File: src/rtl/mio_uart_tx_pkg.sv
// mio_uart_tx shared types: FSM states, status and control bit positions.
// UART_TX_PARITY_EN adds the PARITY state (8E1 framing).
package mio_uart_tx_pkg;

   typedef enum logic [2:0] {
      S_IDLE,
      S_START,
      S_DATA,
`ifdef UART_TX_PARITY_EN
      S_PARITY,
`endif
      S_STOP
   } tx_state_e;

   localparam int ST_BUSY      = 0;
   localparam int ST_EMPTY     = 1;
   localparam int ST_FULL      = 2;
   localparam int ST_OVF       = 3;
   localparam int ST_COUNT_LSB = 4;
   localparam int ST_COUNT_MSB = 8;
   localparam int ST_IRQ_EN    = 9;
   localparam int ST_COUNT_W   = ST_COUNT_MSB - ST_COUNT_LSB + 1;

   localparam int CTRL_CLR_OVF = 0;
   localparam int CTRL_IRQ_EN  = 1;

endpackage

File: src/rtl/mio_uart_tx_fifo.sv
// uart_tx_fifo: byte FIFO for the UART transmitter.
// A push into a full FIFO is accepted only when a pop happens that cycle.
module uart_tx_fifo #(
   parameter  int FIFO_DEPTH = 8,
   parameter  int W          = 8,
   localparam int AW         = $clog2(FIFO_DEPTH),
   localparam int CW         = $clog2(FIFO_DEPTH + 1)
) (
   input  logic          clk,
   input  logic          RSTN,
   input  logic          push,
   input  logic          pop,
   input  logic [W-1:0]  din,
   output logic [W-1:0]  dout,
   output logic [CW-1:0] count,
   output logic          full,
   output logic          empty
);

   logic [W-1:0]  mem [FIFO_DEPTH];
   logic [AW-1:0] wr_q;
   logic [AW-1:0] rd_q;
   logic [CW-1:0] cnt_q;
   logic          push_ok;
   logic          pop_ok;

   assign full    = (cnt_q == CW'(FIFO_DEPTH));
   assign empty   = (cnt_q == '0);
   assign pop_ok  = pop & ~empty;
   assign push_ok = push & (~full | pop_ok);
   assign dout    = mem[rd_q];
   assign count   = cnt_q;

   // Storage array; contents are don't-care while count is zero.
   always_ff @(posedge clk) begin
      if (push_ok) begin
         mem[wr_q] <= din;
      end
   end

   // Pointers and occupancy; power-of-two depth lets pointers wrap freely.
   always_ff @(posedge clk or negedge RSTN) begin
      if (!RSTN) begin
         wr_q  <= '0;
         rd_q  <= '0;
         cnt_q <= '0;
      end else begin
         if (push_ok) begin
            wr_q <= wr_q + 1'b1;
         end
         if (pop_ok) begin
            rd_q <= rd_q + 1'b1;
         end
         unique case ({push_ok, pop_ok})
            2'b10:   cnt_q <= cnt_q + 1'b1;
            2'b01:   cnt_q <= cnt_q - 1'b1;
            default: cnt_q <= cnt_q;
         endcase
      end
   end

endmodule

File: src/rtl/mio_uart_tx.sv
// mio_uart_tx: memory-mapped UART transmitter, FIFO-buffered, 8N1 frames.
// Define UART_TX_PARITY_EN for an even parity bit (8E1).
module mio_uart_tx
   import mio_uart_tx_pkg::*;
#(
   parameter int BAUD_DIV   = 868,
   parameter int FIFO_DEPTH = 8
) (
   input  logic        clk,
   input  logic        RSTN,
   input  logic        uart_we,
   input  logic        reg_sel,
   input  logic [31:0] P_Data,
   output logic [31:0] uart_status,
   output logic        tx,
   output logic        uart_irq
);

   localparam int BW = $clog2(BAUD_DIV);
   localparam int CW = $clog2(FIFO_DEPTH + 1);

   tx_state_e     state_q;
   tx_state_e     state_d;
   logic [BW-1:0] baud_q;
   logic          baud_end;
   logic [7:0]    shreg_q;
   logic [2:0]    bit_q;
   logic          ovf_q;
   logic          irq_en_q;
   logic          busy;

   logic          data_we;
   logic          ctrl_we;
   logic          pop;
   logic [7:0]    dout;
   logic [CW-1:0] count;
   logic          full;
   logic          empty;

`ifdef UART_TX_PARITY_EN
   logic          par_q;
`endif

   logic          unused_bits;

   assign unused_bits = ^P_Data[31:8];

   assign data_we  = uart_we & ~reg_sel;
   assign ctrl_we  = uart_we & reg_sel;
   assign busy     = (state_q != S_IDLE);
   assign baud_end = (baud_q == BW'(BAUD_DIV - 1));
   assign uart_irq = irq_en_q & empty & ~busy;

   uart_tx_fifo #(
      .FIFO_DEPTH (FIFO_DEPTH),
      .W          (8)
   ) u_fifo (
      .clk   (clk),
      .RSTN  (RSTN),
      .push  (data_we),
      .pop   (pop),
      .din   (P_Data[7:0]),
      .dout  (dout),
      .count (count),
      .full  (full),
      .empty (empty)
   );

   // FSM state register.
   always_ff @(posedge clk or negedge RSTN) begin
      if (!RSTN) begin
         state_q <= S_IDLE;
      end else begin
         state_q <= state_d;
      end
   end

   // Next state, FIFO pop and serial line level.
   always_comb begin
      state_d = state_q;
      pop     = 1'b0;
      tx      = 1'b1;
      unique case (state_q)
         S_IDLE: begin
            if (!empty) begin
               pop     = 1'b1;
               state_d = S_START;
            end
         end
         S_START: begin
            tx = 1'b0;
            if (baud_end) begin
               state_d = S_DATA;
            end
         end
         S_DATA: begin
            tx = shreg_q[0];
            if (baud_end && (bit_q == 3'd7)) begin
`ifdef UART_TX_PARITY_EN
               state_d = S_PARITY;
`else
               state_d = S_STOP;
`endif
            end
         end
`ifdef UART_TX_PARITY_EN
         S_PARITY: begin
            tx = par_q;
            if (baud_end) begin
               state_d = S_STOP;
            end
         end
`endif
         S_STOP: begin
            if (baud_end) begin
               if (!empty) begin
                  pop     = 1'b1;
                  state_d = S_START;
               end else begin
                  state_d = S_IDLE;
               end
            end
         end
         default: begin
            state_d = S_IDLE;
         end
      endcase
   end

   // Baud counter: restarts on every state entry and every bit boundary.
   always_ff @(posedge clk or negedge RSTN) begin
      if (!RSTN) begin
         baud_q <= '0;
      end else if (!busy || baud_end || (state_d != state_q)) begin
         baud_q <= '0;
      end else begin
         baud_q <= baud_q + 1'b1;
      end
   end

   // Shift register and bit index; loaded on each pop.
   always_ff @(posedge clk or negedge RSTN) begin
      if (!RSTN) begin
         shreg_q <= '0;
         bit_q   <= '0;
      end else if (pop) begin
         shreg_q <= dout;
         bit_q   <= '0;
      end else if ((state_q == S_DATA) && baud_end) begin
         shreg_q <= {1'b0, shreg_q[7:1]};
         bit_q   <= bit_q + 1'b1;
      end
   end

`ifdef UART_TX_PARITY_EN
   // Even parity of the popped byte, held for the PARITY bit.
   always_ff @(posedge clk or negedge RSTN) begin
      if (!RSTN) begin
         par_q <= 1'b0;
      end else if (pop) begin
         par_q <= ^dout;
      end
   end
`endif

   // Sticky overflow and interrupt enable control bits.
   always_ff @(posedge clk or negedge RSTN) begin
      if (!RSTN) begin
         ovf_q    <= 1'b0;
         irq_en_q <= 1'b0;
      end else begin
         if (ctrl_we) begin
            irq_en_q <= P_Data[CTRL_IRQ_EN];
         end
         if (ctrl_we && P_Data[CTRL_CLR_OVF]) begin
            ovf_q <= 1'b0;
         end else if (data_we && full && !pop) begin
            ovf_q <= 1'b1;
         end
      end
   end

   // Status word for the bus read mux.
   always_comb begin
      uart_status = '0;
      uart_status[ST_BUSY]   = busy;
      uart_status[ST_EMPTY]  = empty;
      uart_status[ST_FULL]   = full;
      uart_status[ST_OVF]    = ovf_q;
      uart_status[ST_IRQ_EN] = irq_en_q;
      uart_status[ST_COUNT_MSB:ST_COUNT_LSB] = ST_COUNT_W'(count);
   end

endmodule
File: config.mk
export PLATFORM = sky130hd
export DESIGN_NAME = mio_uart_tx
export DESIGN_NICKNAME = d
export VERILOG_FILES = /design/src/rtl/mio_uart_tx_pkg.sv /design/src/rtl/mio_uart_tx_fifo.sv /design/src/rtl/mio_uart_tx.sv
export SDC_FILE = /design/constraint.sdc
export NUM_CORES = 1
export LEC_CHECK = 0
export BUFFER_PORTS_ARGS = -buffer_cell sky130_fd_sc_hd__buf_4
export CORE_ASPECT_RATIO = 0.5
export CORE_UTILIZATION = 35
export CTS_CLUSTER_SIZE = 14
export DETAILED_ROUTE_END_ITERATION = 12
export PLACE_DENSITY = 0.58
export RECOVER_POWER = 100
export SLEW_MARGIN = 30
export SYNTH_ARGS = -nofsm -noshare
export SYNTH_HDL_FRONTEND = slang
export SYNTH_SLANG_ARGS = --single-unit
File: constraint.sdc
create_clock -name clk -period 3.51 [get_ports clk]
set_input_delay 0.702 -clock clk [delete_from_list [all_inputs] [get_ports clk]]
set_output_delay 0.702 -clock clk [all_outputs]
set_load 0.05 [all_outputs]
---- Word-level counts from Yosys, hierarchy flattened ----
Memories as Yosys holds them, arrays and structs flattened.
Index checks and enable logic that the tools add are counted.
word-level totals
  bits in read-only memories .............. 0
  input bits .............................. 36
  memories kept ........................... 1
  bits in registers ....................... 36
  word-level logic and storage cells ...... 71
  memory bits (writable) .................. 64
  bits in latches ......................... 0
  output and inout bits ................... 34
memories
  memory      words  bits a word  read ports  clocked after Yosys merged registers in  wr ports  line                    text
  u_fifo.mem  8      8            1           0                                        1         mio_uart_tx_fifo.sv:20  logic [W-1:0] mem [FIFO_DEPTH];
operators by class
  muxes and demuxes ....................... 20
  divide/modulo/power cells ............... 0
  $mul .................................... 0
  bitwise gates (word level) .............. 11
  magnitude comparators ................... 0
  equal/unequal tests ..................... 9
  reduce and logical (&&, ||, !) cells .... 15
  $add $sub $neg .......................... 6
  shifts and indexed selects .............. 0
operator list
  operator               number
  $mux 3                 6
  $mux 8                 2
  $pmux 3 s4             1
  $add 10x1->10 const B  1
  $eq 10x10->1 const B   1
  $mux 10                1
  $add 3x1->3 const B    3
  $pmux 4 s2             1
  $mux 1                 7
  $and 1x1->1            6
  $eq 3x2->1 const B     2
  $reduce_bool 2->1      3
  $logic_and 1x1->1      5
  $add 4x1->4 const B    1
  $eq 4x4->1 const B     1
  $logic_not 4->1        1
  $not 1->1              4
  $pmux 1 s2             2
  $sub 4x1->4 const B    1
  $eq 3x1->1 const B     1
  $eq 3x3->1 const B     1
  $logic_not 3->1        1
  $ne 3x3->1             1
  $reduce_bool 3->1      1
  5 further kinds        7

---- Logic depth before layout (Yosys ltp) ----
  word-level depth ........................ 9
  gate-level depth with buffers ........... 12
  gate-level depth less buffers ........... 11

---- Modules after synthesis ----
A second synthesis with hierarchy kept.
second synthesis, totals
  cells, all modules ...................... 326
  area, all modules ....................... 4,710.8 um^2
by module, submodules not included
  module        cells each  instances  seq. area each (um^2)  area an instance (um^2)
  uart_tx_fifo  162         1          2,172.1                3,150.5
  mio_uart_tx   164         1          650.6                  1,560.2

---- Worst setup path after synthesis ----
Ideal clock, no wire load.
  kind .................................... reg-to-reg
  from .................................... register baud_q[0]
  to ...................................... memory u_fifo.mem[0][0] (enable)
  path buffers ............................ 0
  arrival ................................. 2.617 ns
  library setup time ...................... 0.395 ns
  period minus slack after synthesis ...... 3.012 ns
  required time ........................... 3.115 ns
  setup slack ............................. 0.498 ns
  cell stages (with the launch flop) ...... 7
  cell sequence ........................... dfrtp_1 -> ha_1 -> or3b_1 -> or4_4 -> nand3_1 -> nand2_1 -> nor4_1
between the ends
  cells in the longest elaborated chain, start to end .. 8
ends and longest elaborated chain
  item                          line                    text
  start: declaration            mio_uart_tx.sv:24       logic [BW-1:0] baud_q;
  start signal: assignment      mio_uart_tx.sv:137      baud_q <= baud_q + 1'b1;
  $eq 10x10->1                  mio_uart_tx.sv:51       assign baud_end = (baud_q == BW'(BAUD_DIV - 1));
  $mux 1                        mio_uart_tx.sv:115      if (baud_end) begin
  $pmux 1 s2                    mio_uart_tx.sv:83       unique case (state_q)
  $and 1x1->1                   mio_uart_tx_fifo.sv:29  assign pop_ok = pop & ~empty;
  $or 1x1->1                    mio_uart_tx_fifo.sv:30  assign push_ok = push & (~full | pop_ok);
  $and 1x1->1                   mio_uart_tx_fifo.sv:30
  $mux 1                        mio_uart_tx_fifo.sv:36  if (push_ok) begin
  $mux 1 (not written as such)  mio_uart_tx_fifo.sv:37  mem[wr_q] <= din;
  end: declaration              mio_uart_tx_fifo.sv:20
No other way between the ends.

---- Worst setup path after layout ----
  from .................................... register u_fifo.cnt_q[0] (netlist: u_fifo.count[0])
  to ...................................... output uart_irq
between the ends
  cells in the longest elaborated chain, start to end .. 3
ends and longest elaborated chain
  item                      line                    text
  start: declaration        mio_uart_tx_fifo.sv:23  logic [CW-1:0] cnt_q;
  start signal: assignment  mio_uart_tx_fifo.sv:55  2'b10: cnt_q <= cnt_q + 1'b1;
  start signal: assignment  mio_uart_tx_fifo.sv:56  2'b01: cnt_q <= cnt_q - 1'b1;
  start signal: assignment  mio_uart_tx_fifo.sv:57  default: cnt_q <= cnt_q;
  $logic_not 4->1           mio_uart_tx_fifo.sv:28  assign empty = (cnt_q == '0);
  $and 1x1->1 (2 in a row)  mio_uart_tx.sv:52       assign uart_irq = irq_en_q & empty & ~busy;
  end: declaration          mio_uart_tx.sv:16       output logic uart_irq
No other way between the ends.

==> impl_results.md <==
- Chip width: 163.2 um
- Die Y: 82.59 um
- Gp weighted congestion: 0.7850
- Minimum clock period: 3210 ps
- # DRC: 0
- Initial antenna violation count: 0
- Postcts setup bufs: 0
- GRT Residual Overflow: 0
- Initial core utilization: 0.3718
- Outcome: finished, violations left
- H-tree levels: 3
- Most frequent cells in the layout: 64 x edfxtp_1, 36 x dfrtp_1, 28 x clkbuf_1, 25 x nor2_1, 24 x conb_1
- Least-Margin Pin Slew: 1935 ps
- Fillers: 1138
- Placed Cells: 494
- Worst Skew: 4.417 ps
- Largest net degree at the start of global routing: 37
- CTS Buf Count: 9
- Fraction of layout cells with a size suffix above 1: 0.1333
- Clk Latency, worst-skew pair: 340 ps
- Peak fanout along the critical path: 9
- Post-synthesis cell type count: 46
- Ant. Diodes: 0
- Ys Warns: 0
- Area growth from synthesis to layout: 10.38%
- Gate Count Post-Synth: 313
- Min-Delay Path Class: flip-flop to flip-flop
- Pwr per Cell Area: 730.9 nW/um^2
- CP Data Required Time: 2810 ps
- Row cnt: 28
- Commonest non-fill, non-tap cell in the layout: edfxtp_1
- Critical Path Source: u_fifo.count[0]
- Slew Limit Fails: 37
- Worst setup margin: 299.8 ps
- CORE AREA: 12230 um^2
- Leakage: 1.810 nW
- WL/cell: 15.64 um
- Seq/Total Area, Yosys: 0.6210
- Failing checks: capacitance limit, slew limit
- Finished Layout Cells: 510
- Relative slew slack: -0.2902
- Clock Sinks: 100
- Min Hold Slack: 482.9 ps
- Avg Inst Size Synth: 14.52 um^2
- Post-cts sizing count: 0
- Clock Path Buffers: 2
- Antenna-violating nets left: 0
- Post-DR vias/cell: 4.980
- Critical Path AT: 2510 ps
- Worst-path clk slew: 70 ps
- 1st-pass router iterations: 4
- Io pins: 70
- Net count, final: 382
- Post-Route WL: 7.974 mm
- Max-cap violations: 1
- Vias: 2540
- Initial DRC count: 107
- R2r worst-path depth: 7
- Worst setup SP type: flip-flop
- FF-to-FF End: u_fifo.mem[0][1]
- Worst Setup Path Type: flip-flop to primary output
- Worst r2r src: baud_q[0]
- Worst reg-to-reg setup slack: 390 ps
- RSZ-0062 raised after global routing: no
- Gr usage total: 0.1330
- Achievable frequency: 311.5 MHz
- Final setup fails: 0
- CTS tree: yes
- CP Capture Point: uart_irq
- VDD IR max: 0.2364 mV
- #FFs+latches synth: 100
- Synthesized cell area: 4546 um^2
- Tcrit/Tclk final: 0.9146
- Number of port buffers: 22
- Hold Vio Cnt, Final: 0
- Setup TNS: 0 ps
- Post-DP HPWL: 5.369 mm
- First-pass GRT wire length: 13.00 mm
- Die Area: 13480 um^2
- Root Driver: clkbuf_16
- Hold_buf cts: 0
- Crit end category: primary output
- Worst slack at placement: 498.4 ps
- Vias in the first global route: 2457
## critical path: stages (launching register included)
cell and delay, ps:
dfrtp_1 470, or2_2 360, nor3_1 610, and3_1 260, clkbuf_1 470
## cell usage after synthesis, drive strengths merged
cell type  number  area share
mux4           16       0.079
a31oi           1      0.0014
xnor2           9       0.017
ha              6       0.017
buf            33       0.053
or2             2      0.0028
edfxtp         64        0.42
inv             3      0.0025
a221oi          2      0.0039
nand2b          4      0.0055
o41ai           1      0.0019
o31ai           2      0.0033
a221o           3      0.0066
nand3           7      0.0077
o22ai           1      0.0014
mux2i          21       0.046
nor4b           1      0.0052
nor2           25       0.021
a211oi          1      0.0017
clkbuf          8      0.0066
o41a            1      0.0025
nand2          13       0.011
nor2b           1      0.0014
or3b            1      0.0019
a21oi           4      0.0069
nand4           2      0.0028
or4             2      0.0041
nor3           14       0.015
conb            1     0.00082
or3             1      0.0014
a22o            1      0.0019
and3            6      0.0083
xor2            7       0.013
and2            2      0.0028
dfrtp          36        0.20
nor4            2      0.0028
o21ai           2      0.0022
mux2            4      0.0099
a2bb2oi         1      0.0019
nand3b          1      0.0017
nand4bb         1      0.0025
## logic make-up (layout without fill, tap and decap cells)
| kind of cell | after synthesis | count (layout) | share of synthesized area |
|---|---|---|---|
| AO/OA/AOI/OAI | 20 | 20 | 0.03551 |
| other | 1 | 24 | 0.0008250 |
| multiplexers | 41 | 41 | 0.1354 |
| XOR/XNOR | 16 | 16 | 0.03083 |
| buffers and inverters | 44 | 53 | 0.06248 |
| AND/OR/NAND/NOR | 85 | 85 | 0.09744 |
| adder cells (fa/ha/maj) | 6 | 6 | 0.01651 |
| flip-flops | 100 | 100 | 0.6210 |
## cell type report
class	count	area [um^2]	share of cell area
clock buffers	9	225.2	0.04489
clock inverters	7	88.84	0.01771
inverters	3	11.26	0.002244
multi-input cells	192	1513	0.3015
flip-flops and latches	100	2823	0.5626
well taps	165	206.4	0.04115
repair buffers	34	150.1	0.02993
## power breakdown
part | internal [mW] | total (mW) | leakage [nW] | switching [mW]
registers | 1.42 | 1.65 | 1.04 | 0.235
logic | 0.447 | 0.981 | 0.617 | 0.535
clock network | 0.573 | 1.03 | 0.152 | 0.458
## flip-flops by register name (all words and copies together) (netlist names)
signal / count
state_q: 3
irq_en_q: 1
u_fifo.rd_q: 3
ovf_q: 1
u_fifo.count: 4
baud_q: 10
bit_q: 3
u_fifo.wr_q: 3
shreg_q: 8
u_fifo.mem: 64
## stage by stage
stage / area, um^2 / total power [mW] / util
after floorplan: 4632 / 2.458 / -
after global placement: 4821 / 2.680 / 0.3943
after detailed placement: 4821 / 2.717 / 0.3943
after CTS: 5135 / 3.755 / 0.4200
after global routing: 5017 / 3.867 / 0.4104
final: 5017 / 3.667 / 0.4104
## how the worst min path moves through the flow
stage                         start   endpoint  slack, ps  cells after the start
after CTS                      RSTN   irq_en_q        320                      1
after floorplan                RSTN  baud_q[0]        410                      0
final                     baud_q[0]  baud_q[0]        480                      1
after global routing      baud_q[0]  baud_q[0]        510                      1
after detailed placement  baud_q[0]  baud_q[0]        480                      1
after global placement    baud_q[0]  baud_q[0]        470                      1
## routing by layer
metal,vias to the layer above,part of all wire,wire length [um],global-route usage
li1,1174,-,-,-
met2,52,0.48,3853,0.2161
met4,0,0.012,97,0.04953
met1,1305,0.48,3791,0.1716
met5,-,0,0,0
met3,9,0.029,231,0.03696
Note: power is estimated with default switching activity, not from simulation.
